$ cat config.mk
export PLATFORM = sky130hd
export DESIGN_NAME = led_chaser
export DESIGN_NICKNAME = d
export VERILOG_FILES = /design/src/rtl/led_chaser_pkg.sv /design/src/rtl/led_chaser_prescaler.sv /design/src/rtl/led_chaser.sv
export SDC_FILE = /design/constraint.sdc
export NUM_CORES = 1
export LEC_CHECK = 0
export CAP_MARGIN = 15
export CELL_PAD_IN_SITES_DETAIL_PLACEMENT = 1
export CELL_PAD_IN_SITES_GLOBAL_PLACEMENT = 1
export CORE_UTILIZATION = 38
export DETAILED_ROUTE_END_ITERATION = 10
export GPL_TIMING_DRIVEN = 0
export PLACE_DENSITY_LB_ADDON = 0.1
export SLEW_MARGIN = 20
export SYNTH_ARGS = -nofsm -noshare
export SYNTH_HDL_FRONTEND = slang
export SYNTH_HIERARCHICAL = 1
export SYNTH_SLANG_ARGS = --single-unit
$ cat constraint.sdc
create_clock -name clk -period 3.6 [get_ports clk]
set_clock_uncertainty 0.05 [all_clocks]
set_input_delay 0.9 -clock clk [delete_from_list [all_inputs] [get_ports clk]]
set_output_delay 0.9 -clock clk [all_outputs]
set_load 0.05 [all_outputs]
$ cat src/rtl/led_chaser_pkg.sv
// Shared types and defaults for the LED chaser.
// Mode/direction enums plus default widths.
package led_chaser_pkg;

  typedef enum logic [1:0] {
    ROT_L  = 2'b00,
    ROT_R  = 2'b01,
    BOUNCE = 2'b10,
    FREEZE = 2'b11
  } mode_t;

  typedef enum logic {
    DIR_LEFT  = 1'b0,
    DIR_RIGHT = 1'b1
  } dir_t;

  localparam int WIDTH_DEF = 8;
  localparam int DIV_W_DEF = 8;

endpackage

$ cat src/rtl/led_chaser_prescaler.sv
// Step prescaler: one step_en pulse every step_div+1 enabled cycles.
// A clear (pattern load) resets the count and suppresses the step.
module led_chaser_prescaler
  import led_chaser_pkg::*;
#(
  parameter int DIV_W = DIV_W_DEF
) (
  input  logic             clk,
  input  logic             rst_n,
  input  logic             enable,
  input  logic [DIV_W-1:0] step_div,
  input  logic             clear,
  output logic             step_en
);

  logic [DIV_W-1:0] cnt;
  logic             hit;

  assign hit     = (cnt == step_div);
  assign step_en = enable & ~clear & hit;

  // cnt above a shrunk step_div rolls over at max and re-matches
  always_ff @(posedge clk or negedge rst_n) begin
    if (!rst_n) begin
      cnt <= '0;
    end else if (clear) begin
      cnt <= '0;
    end else if (enable) begin
      if (hit) cnt <= '0;
      else     cnt <= cnt + DIV_W'(1);
    end
  end

endmodule

$ cat src/rtl/led_chaser.sv
// LED chaser top: rotate-left/right, bounce, freeze with load.
// Define LED_CHASER_BUTTON_SYNC_EN for a 2-flop button synchronizer.
module led_chaser
  import led_chaser_pkg::*;
#(
  parameter int WIDTH = WIDTH_DEF,
  parameter int DIV_W = DIV_W_DEF
) (
  input  logic             clk,
  input  logic             rst_n,
  input  logic             button,
  input  logic [1:0]       mode,
  input  logic [DIV_W-1:0] step_div,
  input  logic             load,
  input  logic [WIDTH-1:0] load_pattern,
  output logic [WIDTH-1:0] led,
  output logic             dir,
  output logic             wrap
);

  logic btn_eff;

`ifdef LED_CHASER_BUTTON_SYNC_EN
  logic [1:0] sync;

  always_ff @(posedge clk or negedge rst_n) begin
    if (!rst_n) sync <= 2'b00;
    else        sync <= {sync[0], button};
  end

  assign btn_eff = sync[1];
`else
  assign btn_eff = button;
`endif

  mode_t            mode_q;
  dir_t             dir_q;
  dir_t             dir_nx;
  logic [WIDTH-1:0] led_q;
  logic [WIDTH-1:0] led_nx;
  logic             wrap_q;
  logic             wrap_nx;
  logic             enable;
  logic             step;

  assign mode_q = mode_t'(mode);
  assign enable = btn_eff & (mode_q != FREEZE);

  led_chaser_prescaler #(
    .DIV_W (DIV_W)
  ) u_pre (
    .clk      (clk),
    .rst_n    (rst_n),
    .enable   (enable),
    .step_div (step_div),
    .clear    (load),
    .step_en  (step)
  );

  always_ff @(posedge clk or negedge rst_n) begin
    if (!rst_n) begin
      led_q  <= WIDTH'(1);
      dir_q  <= DIR_LEFT;
      wrap_q <= 1'b0;
    end else begin
      led_q  <= led_nx;
      dir_q  <= dir_nx;
      wrap_q <= wrap_nx;
    end
  end

  // step is already masked by load, so the arms are exclusive
  always_comb begin
    led_nx  = led_q;
    dir_nx  = dir_q;
    wrap_nx = 1'b0;
    unique case (1'b1)
      load: begin
        led_nx = load_pattern;
        dir_nx = DIR_LEFT;
      end
      step: begin
        unique case (mode_q)
          ROT_L: begin
            led_nx  = {led_q[WIDTH-2:0], led_q[WIDTH-1]};
            wrap_nx = led_q[WIDTH-1];
          end
          ROT_R: begin
            led_nx  = {led_q[0], led_q[WIDTH-1:1]};
            wrap_nx = led_q[0];
          end
          BOUNCE: begin
            if (dir_q == DIR_LEFT) begin
              if (led_q[WIDTH-1]) begin
                dir_nx  = DIR_RIGHT;
                led_nx  = led_q >> 1;
                wrap_nx = 1'b1;
              end else begin
                led_nx = led_q << 1;
              end
            end else begin
              if (led_q[0]) begin
                dir_nx  = DIR_LEFT;
                led_nx  = led_q << 1;
                wrap_nx = 1'b1;
              end else begin
                led_nx = led_q >> 1;
              end
            end
          end
          default: ;
        endcase
      end
      default: ;
    endcase
  end

  assign led  = led_q;
  assign dir  = (dir_q == DIR_RIGHT);
  assign wrap = wrap_q;

endmodule
After elaboration in Yosys (flattened, before gate mapping)
Index checks and enable logic that the tools add are counted.
- bits in registers: 18
- output and inout bits: 10
- input port bits: 22
- word-level logic and storage cells: 37
- reduce and logical (&&, ||, !) cells: 5
- bitwise operators: 4
- multiplexer cells: 17
- equal/unequal tests: 6
- add/subtract/negate cells: 1
- operator list (kind ; count):
    8-bit two-way mux ; 6
    8-bit case mux with 3 select lines ; 1
    8-bit case mux with 2 select lines ; 1
    8-bit by 1-bit adder with 8-bit output, second input constant ; 1
    8-bit equality test ; 1
    1-bit two-way mux ; 7
    4-bit by 1-bit inequality test with 1-bit output, second input constant ; 1
    2-bit AND reduction ; 2
    2-bit nonzero test ; 2
    1-bit AND ; 3
    1-bit case mux with 3 select lines ; 1
    2-bit by 1-bit equality test with 1-bit output, second input constant ; 1
    2-bit equality test, second input constant ; 1
    2-bit logical NOT ; 1
    2-bit by 1-bit inequality test with 1-bit output, second input constant ; 1
    2-bit inequality test, second input constant ; 1
    1-bit case mux with 2 select lines ; 1
    1-bit inverter ; 1

Longest topological paths before layout
- depth in word-level cells: 6
- depth in mapped cells: 9
- mapped depth without buffers: 8

Modules after synthesis
Netlist, hierarchy kept.
- by module, submodules not included (module ; sequential area each (um2) ; cells each ; times used ; area an instance (um2)):
    led_chaser ; 251.5 ; 97 ; 1 ; 763.2
    led_chaser_prescaler ; 200.2 ; 57 ; 1 ; 525.5

Worst setup path after synthesis
No wires, ideal clock.
- path type: input to register
- from: input port step_div[7]
- to: register led_q[5] (netlist: led[5])
- stages: 8
- path buffers: 1
- arrival time: 2.372 ns
- data required time: 3.424 ns
- setup time: 0.126 ns
- slack: 1.052 ns
- cells stage by stage: xor2_1 > nor4_1 > nand2_1 > nor2_1 > clkbuf_1 > o21ai_0 > a221oi_1 > o21ai_1
- longest elaborated chain between the ends: 4
- elaborated cells between the ends (all ways): 6
- those cells by class: eq/ne (2); mux (1); bitwise (1); reduce/logical (2)
- ends and longest elaborated chain (element ; RTL line ; source):
    start: declaration ; led_chaser.sv:13 ; input logic [DIV_W-1:0] step_div,
    8-bit equality test (*) ; led_chaser_prescaler.sv:19 ; assign hit = (cnt == step_div);
    1-bit AND (*) ; led_chaser_prescaler.sv:20 ; assign step_en = enable & ~clear & hit;
    net step ; led_chaser.sv:44 ; logic step;
    4-bit by 1-bit inequality test with 1-bit output (no line) / 2-bit nonzero test (equally long branches) ; n/a ;
    2-bit AND reduction (no line) ; n/a ;
    end signal: assignment ; led_chaser.sv:66 ; led_q <= led_nx;
    end: declaration ; led_chaser.sv:39 ; logic [WIDTH-1:0] led_q;
Mark *: on every way through the listed nets, which the timed path passes. The rest lies on a longest branch.
A chain may end at the register's enable or synchronous reset.

Worst setup path in the final report
- from: input port step_div[7]
- to: register led_q[2] (netlist: led[2])
The elaborated chain is that of the path after synthesis.

==> qor.csv <==
stage,metric,value,unit
synth,number of synthesized flops with an enable pin,0,
synth,Post-Syn Area per Cell,8.37,um2
power_and_ir_drop,clock power share,26.6,%
final_layout,area of the multi-input gates,776,um2
synth,post-synth top area cell,dfrtp_1,
worst_setup_path,CP startpoint kind,input port,
timing,final period utilization,88.2,%
power_and_ir_drop,Pint,0.333,mW
global_route,pin count of the biggest net entering global routing,19,
timing,Final Max Tran Viols,0,
global_route,vias in the first global route,1370,
synth,Main synth FF type,dfrtp_1,
final_layout,P&R area growth vs syn,31.2,%
floorplan,row count,20,
global_route,grt ovf,0,
synth,post-synthesis sequential area ratio,35.0,%
power_and_ir_drop,pwr dens,295,nW/um2
cts,Max clock buf depth,2,
timing,Hold WS,0.480,ns
placed_design,DP HPWL,2.75,mm
power_and_ir_drop,combinational fraction of design power,27.6,%
power_and_ir_drop,peak supply drop,157,uV
synth,synth top area cells,"dfrtp_1 33%, nand2_1 6.1%, ha_1 5.8%, xor2_1 5.4%, a21oi_1 4.7%",
cts,post-CTS setup buffer count,0,
power_and_ir_drop,switching share of power,33.1,%
detailed_routing,DR vias/cell,5.49,
floorplan,I/O pins,32,
power_and_ir_drop,sequential share of power,45.9,%
placed_design,placed cell count,229,
placed_design,Routability Congestion,0.860,
run,max-cap viol count,0,
worst_setup_path,critical path capture point type,register,
final_layout,fraction of layout cells with a size suffix above 1,6.88,%
synth,Syn Inst Count,154,
synth,register bit count reported by yosys,18,
global_route,global-route wire length before repair,6.08,mm
floorplan,Die Wd,60.2,um
global_route,GR Util All Layers,23.0,%
detailed_routing,DR vias,1280,
timing,final count of hold timing violations,0,
cts,Root Buffer,clkbuf_4,
synth,mux cell area share after synthesis,0,%
worst_setup_path,crit-path max FO,10,
final_layout,n_diodes,0,
placed_design,I/O Buffers,31,
power_and_ir_drop,Static Leak,0.745,nW
floorplan,die height,60.2,um
detailed_routing,# DRC,0,
final_layout,final net count,218,
final_layout,Final Cell Area,1690,um2
synth,Synth top area share,33.0,%
timing,FMAX,315,MHz
hold_path,Hold Path Class,reg -> reg,
cts,clk sinks,18,
cts,TritonCTS buffer count,3,
synth,Synth Area in Compound Gates,26.8,%
floorplan,Core Region,3130,um2
cts,worst skew pair latency,0.31,ns
synth,Synth cell types,45,
worst_setup_path,Worst EP required,3.75,ns
synth,Post-Synth XOR/XNOR Area,6.12,%
floorplan,die area,3630,um2
timing,RSZ-0062 raised after global routing,false,
cts,clk slew on worst S/H paths,0.11,ns
detailed_routing,DRT Wirelength,3.62,mm
worst_setup_path,crit path kind,in -> reg,
global_route,antenna violations before repair,0,
cts,H-tree depth,1,
detailed_routing,drt wl/cell,15.5,um
outcome,status,finished clean,
detailed_routing,DRT iter0 DRCs,66,
floorplan,Initial Utilization,41.2,%
timing,Rel. slew slack,43.5,%
timing,Tightest Pin Transition,0.845,ns
synth,Syn Nets,182,
final_layout,# fillers,375,
final_layout,Finished Layout Cells,233,
cts,CTS tree,yes,
synth,simple-gate share of the synthesized area,21.5,%
final_layout,final core occ,54.0,%
worst_setup_path,CP Data Arrival Time,3.33,ns
placed_design,placed inst area,1650,um2
power_and_ir_drop,P_sw,0.165,mW
synth,combinational family with the most area after synthesis,compound AO/OA/AOI/OAI gates,
synth,Synth Cell Area,1290,um2
detailed_routing,DR pass1 iterations,4,
cts,hold-fix buffers at CTS,0,
detailed_routing,Routed Antenna Nets,0,
synth,Yosys Warn Count,6,
final_layout,register area,452,um2
timing,final setup violating endpoints,0,
synth,Post-Synth Adder-Cell Area,5.83,%
cts,post-CTS sizing,0,
synth,post-synthesis async set-or-reset flop share,100,%
timing,Setup TNS Final,0,ns
timing,"Min Clock Period, post-route",3.18,ns
[routing by layer]
| metal | part of all wire [%] | track usage [%] | wire length [um] | vias to the layer above |
|---|---|---|---|---|
| met4 | 1.4 | 8.97 | 49 | 0 |
| li1 | - | - | - | 622 |
| met1 | 41 | 25.3 | 1480 | 631 |
| met3 | 3.2 | 2.81 | 117 | 5 |
| met2 | 55 | 44.0 | 1980 | 22 |
| met5 | 0 | 0 | 0 | - |
[cell usage after synthesis, types with 2 or more instances]
master and count:
nand2_1 21, dfrtp_1 17, a21oi_1 12, o21ai_0 9, inv_1 8, xor2_1 8, nand3_1 7, nor2_1 7
o21ai_1 7, ha_1 6, nor2b_1 5, a21o_1 4, a221oi_1 4, nand2b_1 4, clkbuf_1 3, nor4_1 2
or3_1 2
[critical path: stages]
cell	delay, ns
clkdlybuf4s50_1	0.41
xor2_1	0.17
nor4_1	0.47
nand2_1	0.18
nor2_1	0.33
clkbuf_1	0.35
o21ai_0	0.15
a221oi_1	0.27
o21ai_1	0.10
[kinds of logic after synthesis]
logic type      after synthesis
buf+inv                      14
fa+ha+maj                     6
flops                        18
xor+xnor                      9
simple gates                 55
compound gates               52
[cell type report]
type                    instances  area share (%)
plain buffers                   5            1.63
clock buffers                   4            2.15
inverters                       9            2.00
multi-input cells             122            45.9
flip-flops and latches         18            26.7
well taps                      44            3.26
repair buffers                 31            18.4
[placed cells by master, fill, tap and decap left out, drive strengths merged, types with 2 or more instances in the layout]
cell type | netlist | final
inv | 9 | 9
nor4 | 2 | 2
nand2 | 21 | 21
ha | 6 | 6
nor2 | 7 | 7
nand2b | 4 | 4
a21o | 4 | 4
nand3 | 7 | 7
a21boi | 2 | 2
dfrtp | 17 | 17
buf | 2 | 2
a221oi | 4 | 4
clkbuf | 3 | 7
a21oi | 12 | 12
clkdlybuf4s50 | 0 | 31
or3 | 2 | 2
xor2 | 8 | 8
o21ai | 16 | 16
nor2b | 5 | 5
[through the flow]
step                setup WS [ns]  total power [mW]
global placement            0.180             0.366
finish                      0.425             0.498
floorplan                    1.05             0.307
CTS                         0.410             0.501
global route                0.199             0.524
detailed placement         0.0873             0.371
[power by group through the flow]
stage,Clock (mW),Sequential (mW),Combinational (mW)
5_1_grt,0.144,0.231,0.149
3_5_place_dp,0,0.232,0.138
6_report,0.132,0.228,0.137
4_1_cts,0.134,0.229,0.139
2_1_floorplan,0,0.257,0.0494
3_3_place_gp,0,0.232,0.133
[sequential cells by signal, indices dropped and copies added, names as in the netlist]
register and cells:
led 8, u_pre/cnt 8, dir 1, wrap 1
[path summary, 6_finish.rpt]
kind,startpoint,endpoint,slack [ns],depth (start not counted)
max,step_div[7],led[2]$_DFFE_PN0P_,0.42,9
min,led[0]$_DFFE_PN1P_,led[0]$_DFFE_PN1P_,0.48,2
max reg2reg,u_pre/cnt[3]$_DFFE_PN0P_,led[2]$_DFFE_PN0P_,0.97,8
min reg2reg,led[0]$_DFFE_PN1P_,led[0]$_DFFE_PN1P_,0.48,2
max in group asynchronous,rst_n,u_pre/cnt[4]$_DFFE_PN0P_,1.97,1
min in group asynchronous,rst_n,led[6]$_DFFE_PN0P_,1.01,1
Note: power is estimated with default switching activity, not from simulation.
